<file path="src/rtl/div_i12_o12_seq_if.sv">
// Request/response handshake bundle for the sequential 12/6 restoring divider.
// The master issues operands and accepts results; the slave is the divider.
interface div_i12_o12_seq_if;
    logic        in_valid;
    logic        in_ready;
    logic [11:0] dividend;
    logic [5:0]  divisor;
    logic        out_valid;
    logic        out_ready;
    logic [11:0] quotient;
    logic [5:0]  remainder;
    logic        div_by_zero;

    modport master (
        output in_valid, dividend, divisor, out_ready,
        input  in_ready, out_valid, quotient, remainder, div_by_zero
    );

    modport slave (
        input  in_valid, dividend, divisor, out_ready,
        output in_ready, out_valid, quotient, remainder, div_by_zero
    );
endinterface

</file>
<file path="src/rtl/div_i12_o12_seq.sv">
// Sequential restoring divider: 12-bit dividend / 6-bit divisor, one quotient bit per cycle.
// Optional zeroing of quotient LSBs mirrors the approximate multiplier family.
module div_i12_o12_seq #(
    parameter int unsigned APPROX_LSB = 0
) (
    input logic              clk,
    input logic              rst_n,
    div_i12_o12_seq_if.slave bus
);
    typedef enum logic [1:0] {IDLE, CALC, DONE} state_t;

    localparam logic [11:0] QMASK = 12'hFFF << APPROX_LSB;

    state_t      state, state_nx;
    logic [6:0]  prem, prem_nx;
    logic [11:0] q_sr, q_sr_nx;
    logic [5:0]  dsr, dsr_nx;
    logic [3:0]  cnt, cnt_nx;
    logic [11:0] quo, quo_nx;
    logic [5:0]  rem, rem_nx;
    logic        dbz, dbz_nx;
    logic [6:0]  shifted;
    logic [7:0]  trial;

    always_ff @(posedge clk) begin
        if (!rst_n) begin
            state <= IDLE;
            prem  <= '0;
            q_sr  <= '0;
            dsr   <= '0;
            cnt   <= '0;
            quo   <= '0;
            rem   <= '0;
            dbz   <= 1'b0;
        end else begin
            state <= state_nx;
            prem  <= prem_nx;
            q_sr  <= q_sr_nx;
            dsr   <= dsr_nx;
            cnt   <= cnt_nx;
            quo   <= quo_nx;
            rem   <= rem_nx;
            dbz   <= dbz_nx;
        end
    end

    always_comb begin
        state_nx = state;
        prem_nx  = prem;
        q_sr_nx  = q_sr;
        dsr_nx   = dsr;
        cnt_nx   = cnt;
        quo_nx   = quo;
        rem_nx   = rem;
        dbz_nx   = dbz;
        shifted  = {prem[5:0], q_sr[11]};
        // Extra MSB on the subtraction acts as the borrow/sign of the trial.
        trial    = {1'b0, shifted} - {2'b00, dsr};

        unique case (state)
            IDLE: begin
                if (bus.in_valid) begin
                    dsr_nx = bus.divisor;
                    if (bus.divisor == '0) begin
                        state_nx = DONE;
                        q_sr_nx  = 12'hFFF;
                        prem_nx  = {1'b0, bus.dividend[5:0]};
                        cnt_nx   = '0;
                        quo_nx   = 12'hFFF & QMASK;
                        rem_nx   = bus.dividend[5:0];
                        dbz_nx   = 1'b1;
                    end else begin
                        state_nx = CALC;
                        q_sr_nx  = bus.dividend;
                        prem_nx  = '0;
                        cnt_nx   = 4'd11;
                    end
                end
            end
            CALC: begin
                if (!trial[7]) begin
                    prem_nx = trial[6:0];
                    q_sr_nx = {q_sr[10:0], 1'b1};
                end else begin
                    prem_nx = shifted;
                    q_sr_nx = {q_sr[10:0], 1'b0};
                end
                if (cnt == '0) begin
                    // Result registers load only on completion so the previous
                    // result stays visible while a new division is in progress.
                    state_nx = DONE;
                    cnt_nx   = '0;
                    quo_nx   = q_sr_nx & QMASK;
                    rem_nx   = prem_nx[5:0];
                    dbz_nx   = 1'b0;
                end else begin
                    cnt_nx = cnt - 4'd1;
                end
            end
            DONE: begin
                if (bus.out_ready) begin
                    state_nx = IDLE;
                end
            end
            default: state_nx = IDLE;
        endcase
    end

    assign bus.in_ready    = (state == IDLE);
    assign bus.out_valid   = (state == DONE);
    assign bus.quotient    = quo;
    assign bus.remainder   = rem;
    assign bus.div_by_zero = dbz;
endmodule
</file>
<file path="src/flat_wrapper.sv">
// flat-port wrapper written by rule: the top's interface ports become plain ports
module div_i12_o12_seq_flat 
#(
    parameter int unsigned APPROX_LSB = 0
)
  (clk, rst_n, bus_in_valid, bus_dividend, bus_divisor, bus_out_ready, bus_in_ready, bus_out_valid, bus_quotient, bus_remainder, bus_div_by_zero);
  div_i12_o12_seq_if bus_i ();
  input logic clk;
  input logic rst_n;
  input wire logic [$bits(bus_i.in_valid)-1:0] bus_in_valid;
  input wire logic [$bits(bus_i.dividend)-1:0] bus_dividend;
  input wire logic [$bits(bus_i.divisor)-1:0] bus_divisor;
  input wire logic [$bits(bus_i.out_ready)-1:0] bus_out_ready;
  output wire logic [$bits(bus_i.in_ready)-1:0] bus_in_ready;
  output wire logic [$bits(bus_i.out_valid)-1:0] bus_out_valid;
  output wire logic [$bits(bus_i.quotient)-1:0] bus_quotient;
  output wire logic [$bits(bus_i.remainder)-1:0] bus_remainder;
  output wire logic [$bits(bus_i.div_by_zero)-1:0] bus_div_by_zero;
  assign bus_i.in_valid = bus_in_valid;
  assign bus_i.dividend = bus_dividend;
  assign bus_i.divisor = bus_divisor;
  assign bus_i.out_ready = bus_out_ready;
  assign bus_in_ready = bus_i.in_ready;
  assign bus_out_valid = bus_i.out_valid;
  assign bus_quotient = bus_i.quotient;
  assign bus_remainder = bus_i.remainder;
  assign bus_div_by_zero = bus_i.div_by_zero;
  div_i12_o12_seq #(.APPROX_LSB(APPROX_LSB)) u_core (.clk(clk), .rst_n(rst_n), .bus(bus_i));
endmodule
</file>
<file path="config.mk">
export PLATFORM = sky130hd
export DESIGN_NAME = div_i12_o12_seq_flat
export DESIGN_NICKNAME = d
export VERILOG_FILES = /design/src/rtl/div_i12_o12_seq_if.sv /design/src/rtl/div_i12_o12_seq.sv /design/src/flat_wrapper.sv
export SDC_FILE = /design/constraint.sdc
export NUM_CORES = 1
export LEC_CHECK = 0
export CAP_MARGIN = 0
export CORE_MARGIN = 2
export CORE_UTILIZATION = 52
export CTS_BUF_LIST = sky130_fd_sc_hd__clkbuf_16
export DETAILED_ROUTE_END_ITERATION = 10
export PLACE_DENSITY_LB_ADDON = 0.05
export RECOVER_POWER = 25
export SYNTH_ARGS = -nofsm -noshare
export SYNTH_HDL_FRONTEND = slang
export SYNTH_SLANG_ARGS = --single-unit
</file>
<file path="constraint.sdc">
create_clock -name clk -period 2 [get_ports clk]
set_input_delay 0.3 -clock clk [delete_from_list [all_inputs] [get_ports clk]]
set_output_delay 0.3 -clock clk [all_outputs]
set_load 0.02 [all_outputs]
</file>
# Word-level counts from Yosys, hierarchy flattened

Cells that the tools add are included.

Register bits: 49
Word-level logic and storage cells: 53
Output and inout bits: 21

Reduce and logical (&&, ||, !) cells: 8
Add/sub/neg operators: 2
Muxes and demuxes: 29
Eq/ne operators: 6

Operator list:

| operator                                            | count |
|---|---|
| two-way mux 12 bit                                  | 5 |
| one-hot mux 12 bit (2 select lines)                 | 2 |
| two-way mux 6 bit                                   | 6 |
| one-hot mux 6 bit (2 select lines)                  | 2 |
| two-way mux 4 bit                                   | 3 |
| two-way mux 2 bit                                   | 4 |
| one-hot mux 4 bit (2 select lines)                  | 1 |
| subtractor 7 x 6 -> 8 bit                           | 1 |
| zero test 6 bit                                     | 1 |
| one-hot mux 2 bit (3 select lines)                  | 1 |
| zero test 4 bit                                     | 1 |
| two-way mux 1 bit                                   | 4 |
| != test 2 x 1 -> 1 bit, second input constant       | 2 |
| != test 2 bit, second input constant                | 2 |
| AND reduction 2 bit                                 | 2 |
| AND reduction 4 bit                                 | 1 |
| subtractor 4 x 1 -> 4 bit, second input constant    | 1 |
| AND reduction 3 bit                                 | 1 |
| equality test 2 x 1 -> 1 bit, second input constant | 1 |
| equality test 2 bit, second input constant          | 1 |
| zero test 2 bit                                     | 1 |
| one-hot mux 1 bit (2 select lines)                  | 1 |
| nonzero test 2 bit                                  | 1 |

# Logic depth before layout (Yosys ltp)

Gate-level depths: netlist of the first run.

Depth in word-level cells: 4
Gate-level depth with buffers: 9

# Least setup slack after synthesis of the first run

Ideal clock, no wire load.

Path type: register -> register
Start: register u_core.dsr[2]
End: register u_core.rem[0], in the netlist u_core.bus.remainder[0]
Period minus slack after synthesis: 1.750 ns
Arrival time: 1.676 ns
Setup slack: 0.250 ns
Stages on the path, launching flop included: 8
Path buffers: 0
Library setup time: 0.074 ns
Path through: dfxtp_1 inv_1 ha_1 o211ai_1 a211oi_1 nor3_1 a22oi_1 a31oi_1

Cells in the longest elaborated chain, start to end: 4

Ends and longest elaborated chain:

| item                               | line                  | source |
|---|---|---|
| from (decl)                        | div_i12_o12_seq.sv:17 | `logic [5:0] dsr, dsr_nx;` |
| from (signal assigned)             | div_i12_o12_seq.sv:39 | `dsr <= dsr_nx;` |
| subtractor 7 x 6 -> 8 bit          | div_i12_o12_seq.sv:58 | `trial = {1'b0, shifted} - {2'b00, dsr};` |
| two-way mux 6 bit                  | div_i12_o12_seq.sv:81 | `if (!trial[7]) begin` |
| two-way mux 6 bit                  | div_i12_o12_seq.sv:88 | `if (cnt == '0) begin` |
| one-hot mux 6 bit (2 select lines) | div_i12_o12_seq.sv:60 | `unique case (state)` |
| to (signal assigned)               | div_i12_o12_seq.sv:42 | `rem <= rem_nx;` |
| to (decl)                          | div_i12_o12_seq.sv:20 | `logic [5:0] rem, rem_nx;` |

Every way passes these cells. The select of a mux whose other input is x is not followed.
A chain may end at the register's enable or synchronous reset.

# Final worst setup path of the first run

Start: register u_core.prem[1]
End: register u_core.rem[5], in the netlist u_core.bus.remainder[5]

Cells in the longest elaborated chain, start to end: 4

Ends and longest elaborated chain:

| item                               | line                  | source |
|---|---|---|
| from (decl)                        | div_i12_o12_seq.sv:15 | `logic [6:0] prem, prem_nx;` |
| from (signal assigned)             | div_i12_o12_seq.sv:37 | `prem <= prem_nx;` |
| subtractor 7 x 6 -> 8 bit          | div_i12_o12_seq.sv:58 |  |
| two-way mux 6 bit                  | div_i12_o12_seq.sv:81 |  |
| two-way mux 6 bit                  | div_i12_o12_seq.sv:88 |  |
| one-hot mux 6 bit (2 select lines) | div_i12_o12_seq.sv:60 |  |

Every way passes these cells. The select of a mux whose other input is x is not followed.

==> flow_summary.json, run 1 <==
{
  "avgSynthCellArea_um2": 8.248,
  "min-delay-start": "u_core.dsr[2]$_SDFFE_PN0P_",
  "setup_viol": 0,
  "row_count": 24,
  "netlist_area_um2": 2367,
  "synth-seq-cells": 49,
  "peakVddDrop_mv": 0.4800,
  "globalplace.congestion": 0.8152,
  "diodes": 0,
  "final.period_utilization_pct": 95.09,
  "critPathCaptureType": "register",
  "crit_path_start_kind": "register",
  "grt_pass1_vias": 2035,
  "cts_sinks": 49,
  "synthesis.instances": 287,
  "cts_tree": "yes",
  "path_class": "register to register",
  "antenna_found_initial": 0,
  "post_cts_buffers": 0,
  "drt_drc_violations_left": 0,
  "finalWorstSetupSlack_ps": 98.18,
  "die_w_um": 71.47,
  "run_status": "completed",
  "reg2reg_setup_slack_ps": 100,
  "stdcell_count": 394,
  "holdPathStages": 2,
  "vias": 2283,
  "grt_usage_pct": 23.35,
  "hold_viol_final": 0,
  "yosys.area.top_type": "dfxtp_1",
  "placed_cells": 386,
  "place_area_um2": 2958,
  "yosysMostFrequentCell": "dfxtp_1",
  "max_slew_margin_pct": 71.24,
  "dieArea_um2": 5108,
  "io_buffer_count": 42,
  "rr_worst_depth": 6,
  "yosys-top-cells-count": "dfxtp_1 (49), nor2_1 (47), a21oi_1 (31)",
  "drive_gt1_share_pct": 13.74,
  "core_um2": 4384,
  "fmax_mhz": 525.8,
  "start_util_pct": 54.00,
  "antenna_left": 0,
  "initialDrtViolationCount": 177,
  "r2r-start": "u_core.prem[1]$_SDFFE_PN0P_",
  "nNetsFinal": 370,
  "cts_root_buf": "clkbuf_16",
  "hpwl_um": 4039,
  "crit_fanout": 3,
  "numCtsBuffers": 5,
  "hold_path_end": "u_core.dsr[2]$_SDFFE_PN0P_",
  "grt_overflow_total": 0,
  "setup_tns_ps": 0,
  "place_ws_ps": -64.41,
  "tightest_slew_ps": 430.6,
  "synth_edf_count": 0,
  "drv_cap": 0,
  "first_pass_iters": 5,
  "synth_flop_cell": "dfxtp_1",
  "chipHeight_um": 71.47,
  "ys_seq_area_share_pct": 41.44,
  "crit_required_ps": 2170,
  "syn_to_final_growth_pct": 32.82,
  "grt_pass1_wl_um": 9473,
  "via_per_inst": 5.794,
  "power_per_cell_area_nw_per_um2": 918.0,
  "wl_per_cell_um": 14.78,
  "r2r_end": "u_core.bus.remainder[5]$_SDFFE_PN0P_",
  "h-tree-depth": 2,
  "period_needed_ps": 1902,
  "design_area_um2": 3144,
  "drt-total-wl_um": 5822,
  "grt_max_degree": 35,
  "synth_area_leaders": "dfxtp_1 (41%), nor2_1 (7.5%), a21oi_1 (6.6%)",
  "slew_viol_final": 0,
  "synth.top_cell.area_share_pct": 41.44,
  "fin_util_pct": 71.72,
  "fin_skew_ps": 4.647,
  "clock_latency_ps": 280,
  "synthArstFlopShare_pct": 0,
  "arrival_ps": 2070,
  "p_leak_uw": 0.001245,
  "ys_types": 43,
  "cts_resized": 0,
  "pin_count": 43,
  "ctsHoldBuffers": 0,
  "yosys_warnings": 0,
  "hp-class": "register to register",
  "synth_nets": 316,
  "cts.clk_slew.worst_paths_ps": 70,
  "clock_path_buffers": 2
}
-- metrics by stage --
stage               total power (uW)  hold slack (ps)
floorplan                       1731            436.0
global placement                2031            442.8
detailed placement              2046            449.4
CTS                             2862            457.9
global route                    3048            476.8
finish                          2886            457.1
-- how the worst max path moves through the flow --
stage / startpoint / endpoint / slack (ps) / cells past startpoint
after CTS: u_core.dsr[4]$_SDFFE_PN0P_ / u_core.bus.remainder[0]$_SDFFE_PN0P_ / 60 / 8
after floorplan: u_core.dsr[2]$_SDFFE_PN0P_ / u_core.bus.remainder[0]$_SDFFE_PN0P_ / 250 / 7
after global routing: u_core.dsr[1]$_SDFFE_PN0P_ / u_core.bus.remainder[5]$_SDFFE_PN0P_ / -20 / 7
final: u_core.prem[1]$_SDFFE_PN0P_ / u_core.bus.remainder[5]$_SDFFE_PN0P_ / 100 / 6
after global placement: bus_divisor[0] / u_core.bus.quotient[1]$_SDFFE_PN0P_ / 5 / 7
after detailed placement: bus_divisor[0] / u_core.bus.quotient[7]$_SDFFE_PN0P_ / -60 / 7
-- layer usage --
layer  vias up  wire length, um  global-route usage (%)
met5         -                0                       0
met4         0               53                   6.918
met3         6              321                   4.360
met2        67             2698                   36.42
met1      1066             2750                   33.10
li1       1144                -                       -
-- placed cells by master (no fill, tap or decap), types with 2 or more instances in the layout --
cell type,n
dfxtp_1,49
a31oi_1,8
a22oi_1,5
o21ai_1,8
inv_1,13
nand2_1,26
buf_4,17
a21oi_2,2
o211ai_1,3
clkinv_1,2
a21oi_1,29
ha_4,2
nor2_1,47
o221ai_1,6
nand3_1,4
a21o_1,2
o21ai_0,18
clkinvlp_4,2
a211oi_2,10
nor3_1,4
ha_1,4
buf_12,3
clkbuf_16,5
a211oi_1,2
nor4_1,6
or3_1,3
dlygate4sd3_1,11
clkdlybuf4s50_1,31
-- power breakdown --
part	total (uW)	switching [uW]	internal, uW
combinational	901	501	400
sequential	1170	81.9	1090
clock	815	356	459
total	2890	939	1950
-- logic make-up (layout without fill, tap and decap cells) --
| group | count (synthesis) | count (layout) | synth area share, % |
|---|---|---|---|
| buffers and inverters | 29 | 84 | 5.708 |
| multiplexers | 1 | 1 | 0.4228 |
| AO/OA/AOI/OAI | 100 | 100 | 28.07 |
| XOR/XNOR | 1 | 1 | 0.3700 |
| adder cells (fa/ha/maj) | 7 | 7 | 4.017 |
| flip-flops | 49 | 49 | 41.44 |
| AND/OR/NAND/NOR | 100 | 100 | 19.98 |
-- cell type report --
type                    instances  area, um^2
clock buffers                   5       125.1
clock inverters                 3       18.77
fillers                       364        1240
inverters                      14       52.55
multi-input cells             209        1294
flip-flops and latches         49       980.9
well taps                      52       65.06
repair buffers                 62       608.1
-- flip-flops by register name, indices dropped and copies added, names as in the netlist --
| register | flops |
|---|---|
| u_core.bus.quotient | 12 |
| u_core.q_sr | 12 |
| u_core.bus.remainder | 6 |
| u_core.dsr | 6 |
| u_core.prem | 6 |
| u_core.cnt | 4 |
| u_core.state | 2 |
| u_core.bus.div_by_zero | 1 |
-- worst max-delay path, stage by stage, from the launching register on --
cell and delay (ps):
dfxtp_1 410, ha_4 230, o211ai_1 360, a21oi_2 70, or4_1 480, nand4_1 140, a31oi_1 90
(Power assumes the default switching activity.)
==> inputs of run 2 (changes only) <==
Settings changed: CAP_MARGIN 0 to default, CORE_UTILIZATION 52 to 45.
==> run 2 against run 1 <==
Net effect: worst setup slack improved by 7.0 ps; sequential power barely moved; clock power rose by 1%; first-iteration DRC count fell by 47%; global-route usage fell by 2.1 points; via count fell by 1.4%; die area rose by 15%; fmax rose by 0.37%; combinational power rose by 1%; critical path depth rose by 1; final area rose by 1.8%.
==> flow_summary.json, run 2 (same netlist as run 1, synthesis figures left out) <==
{
  "run_status": "completed",
  "cts.clk_slew.worst_paths_ps": 70,
  "combPwrFrac_pct": 31.4,
  "nNetsFinal": 373,
  "path_class": "register to register",
  "crit_end": "u_core.bus.remainder[5]$_SDFFE_PN0P_",
  "ctsHoldBuffers": 0,
  "row_count": 26,
  "pin_count": 43,
  "cts_sinks": 49,
  "cts_tree": "yes",
  "clock_latency_ps": 280,
  "globalplace.congestion": 0.8075,
  "vias": 2252,
  "crit_path_start_kind": "register",
  "max_slew_margin_pct": 76.38,
  "place_area_um2": 3003,
  "routed-wl-met3_um": 242,
  "h-tree-depth": 2,
  "arrival_ps": 2070,
  "antenna_found_initial": 0,
  "wl_per_cell_um": 14.16,
  "final.period_utilization_pct": 94.74,
  "critPathLaunch": "u_core.dsr[1]$_SDFFE_PN0P_",
  "diodes": 0,
  "hp-class": "register to register",
  "cts_root_buf": "clkbuf_16",
  "hold_viol_final": 0,
  "fmax_mhz": 527.7,
  "post_cts_buffers": 0,
  "initialDrtViolationCount": 94,
  "critPathCaptureType": "register",
  "design_area_um2": 3202,
  "chipHeight_um": 76.53,
  "grt_overflow_total": 0,
  "pwr-share-seq_pct": 40.2,
  "power.switching_uw": 948.7,
  "grt_max_degree": 35,
  "power_per_cell_area_nw_per_um2": 909.2,
  "via_per_inst": 5.427,
  "peakVddDrop_mv": 0.4998,
  "hpwl_um": 4342,
  "whs_ps": 460.0,
  "fin_skew_ps": 5.331,
  "drt_drc_violations_left": 0,
  "die_w_um": 76.53,
  "rr_worst_depth": 7,
  "r2r_end": "u_core.bus.remainder[5]$_SDFFE_PN0P_",
  "period_needed_ps": 1895,
  "grt_usage_pct": 21.25,
  "r2r-start": "u_core.dsr[1]$_SDFFE_PN0P_",
  "reg2reg_setup_slack_ps": 110,
  "drive_gt1_share_pct": 15.94,
  "slew_viol_final": 0,
  "fill_cells": 471,
  "syn_to_final_growth_pct": 35.25,
  "dieArea_um2": 5857,
  "clock_path_buffers": 2,
  "p_int_uw": 1962,
  "switching_share_pct": 32.59,
  "pwr-share-clk_pct": 28.4,
  "tightest_slew_ps": 352.7,
  "dr.max_layer_used": "met4",
  "grt_pass1_wl_um": 10170,
  "wl_met2_um": 2790,
  "start_util_pct": 46.35,
  "drt-total-wl_um": 5877,
  "antenna_left": 0,
  "final_cell_mix": "nor2_1 (47), dfxtp_1 (47), clkdlybuf4s50_1 (31)",
  "grt_pass1_vias": 2229,
  "drv_cap": 0,
  "crit_fanout": 4,
  "io_buffer_count": 42,
  "wl_met1_um": 2822,
  "first_pass_iters": 4,
  "crit_required_ps": 2170,
  "setup_viol": 0,
  "cts_resized": 0,
  "core_um2": 5107,
  "numCtsBuffers": 5,
  "p_leak_uw": 0.001263
}
run 2: changes by cell type in the layout (fill, tap and decap cells not counted), sizes merged:
cell and delta:
buf +3, clkinv +1, clkinvlp -1
run 2: layer usage:
layer  GRT usage, %  vias to the layer above
li1               -                     1144
met4          6.364                        0
met1          27.74                     1046
met2          36.11                       60
met3          3.436                        2
met5              0                        -
run 2: stage by stage:
step | setup TNS [ps] | cells | total power, uW | setup WS [ps] | utilization (%)
2_1_floorplan | 0 | 287 | 1731 | 249.8 | -
3_3_place_gp | -22.09 | 407 | 2054 | -9.086 | 58.79
3_5_place_dp | -235.3 | 407 | 2068 | -48.75 | 58.79
4_1_cts | 0 | 415 | 2908 | 46.76 | 61.66
5_1_grt | -4.231 | 415 | 3088 | -4.231 | 62.69
6_report | 0 | 415 | 2911 | 105.1 | 62.69
run 2: power groups by stage:
stage / Combinational [uW] / Clock, uW / Sequential, uW
global placement: 865 / 0 / 1190
floorplan: 516 / 0 / 1220
finish: 913 / 827 / 1170
CTS: 881 / 857 / 1170
detailed placement: 877 / 0 / 1190
global route: 1010 / 890 / 1190
run 2: worst min-delay path by stage:
stage / cells past startpoint / end / slack (ps) / startpoint
6_report: 2 / u_core.dsr[5]$_SDFFE_PN0P_ / 460 / u_core.dsr[5]$_SDFFE_PN0P_
4_1_cts: 2 / u_core.dsr[5]$_SDFFE_PN0P_ / 460 / u_core.dsr[5]$_SDFFE_PN0P_
3_3_place_gp: 2 / u_core.dsr[5]$_SDFFE_PN0P_ / 440 / u_core.dsr[5]$_SDFFE_PN0P_
2_1_floorplan: 2 / u_core.dsr[1]$_SDFFE_PN0P_ / 440 / bus_divisor[1]
3_5_place_dp: 2 / u_core.dsr[5]$_SDFFE_PN0P_ / 450 / u_core.dsr[5]$_SDFFE_PN0P_
5_1_grt: 2 / u_core.dsr[3]$_SDFFE_PN0P_ / 480 / u_core.dsr[3]$_SDFFE_PN0P_
run 2: area by class of cell:
class | instances | area, um^2 | area share (%)
Tap cell | 70 | 87.58 | 2.735
Inverter | 14 | 52.55 | 1.641
Clock inverter | 3 | 21.27 | 0.6643
Clock buffer | 5 | 125.1 | 3.908
Multi-Input combinational cell | 209 | 1301 | 40.64
Timing Repair Buffer | 65 | 630.6 | 19.70
Sequential cell | 49 | 983.4 | 30.72
run 2: worst max-delay path, stage by stage, from the launching register on:
cell and delay (ps):
dfxtp_1 330, inv_1 90, ha_1 200, nor2_1 300, a21oi_2 120, or4_1 510, nand4_1 130, a31oi_1 90
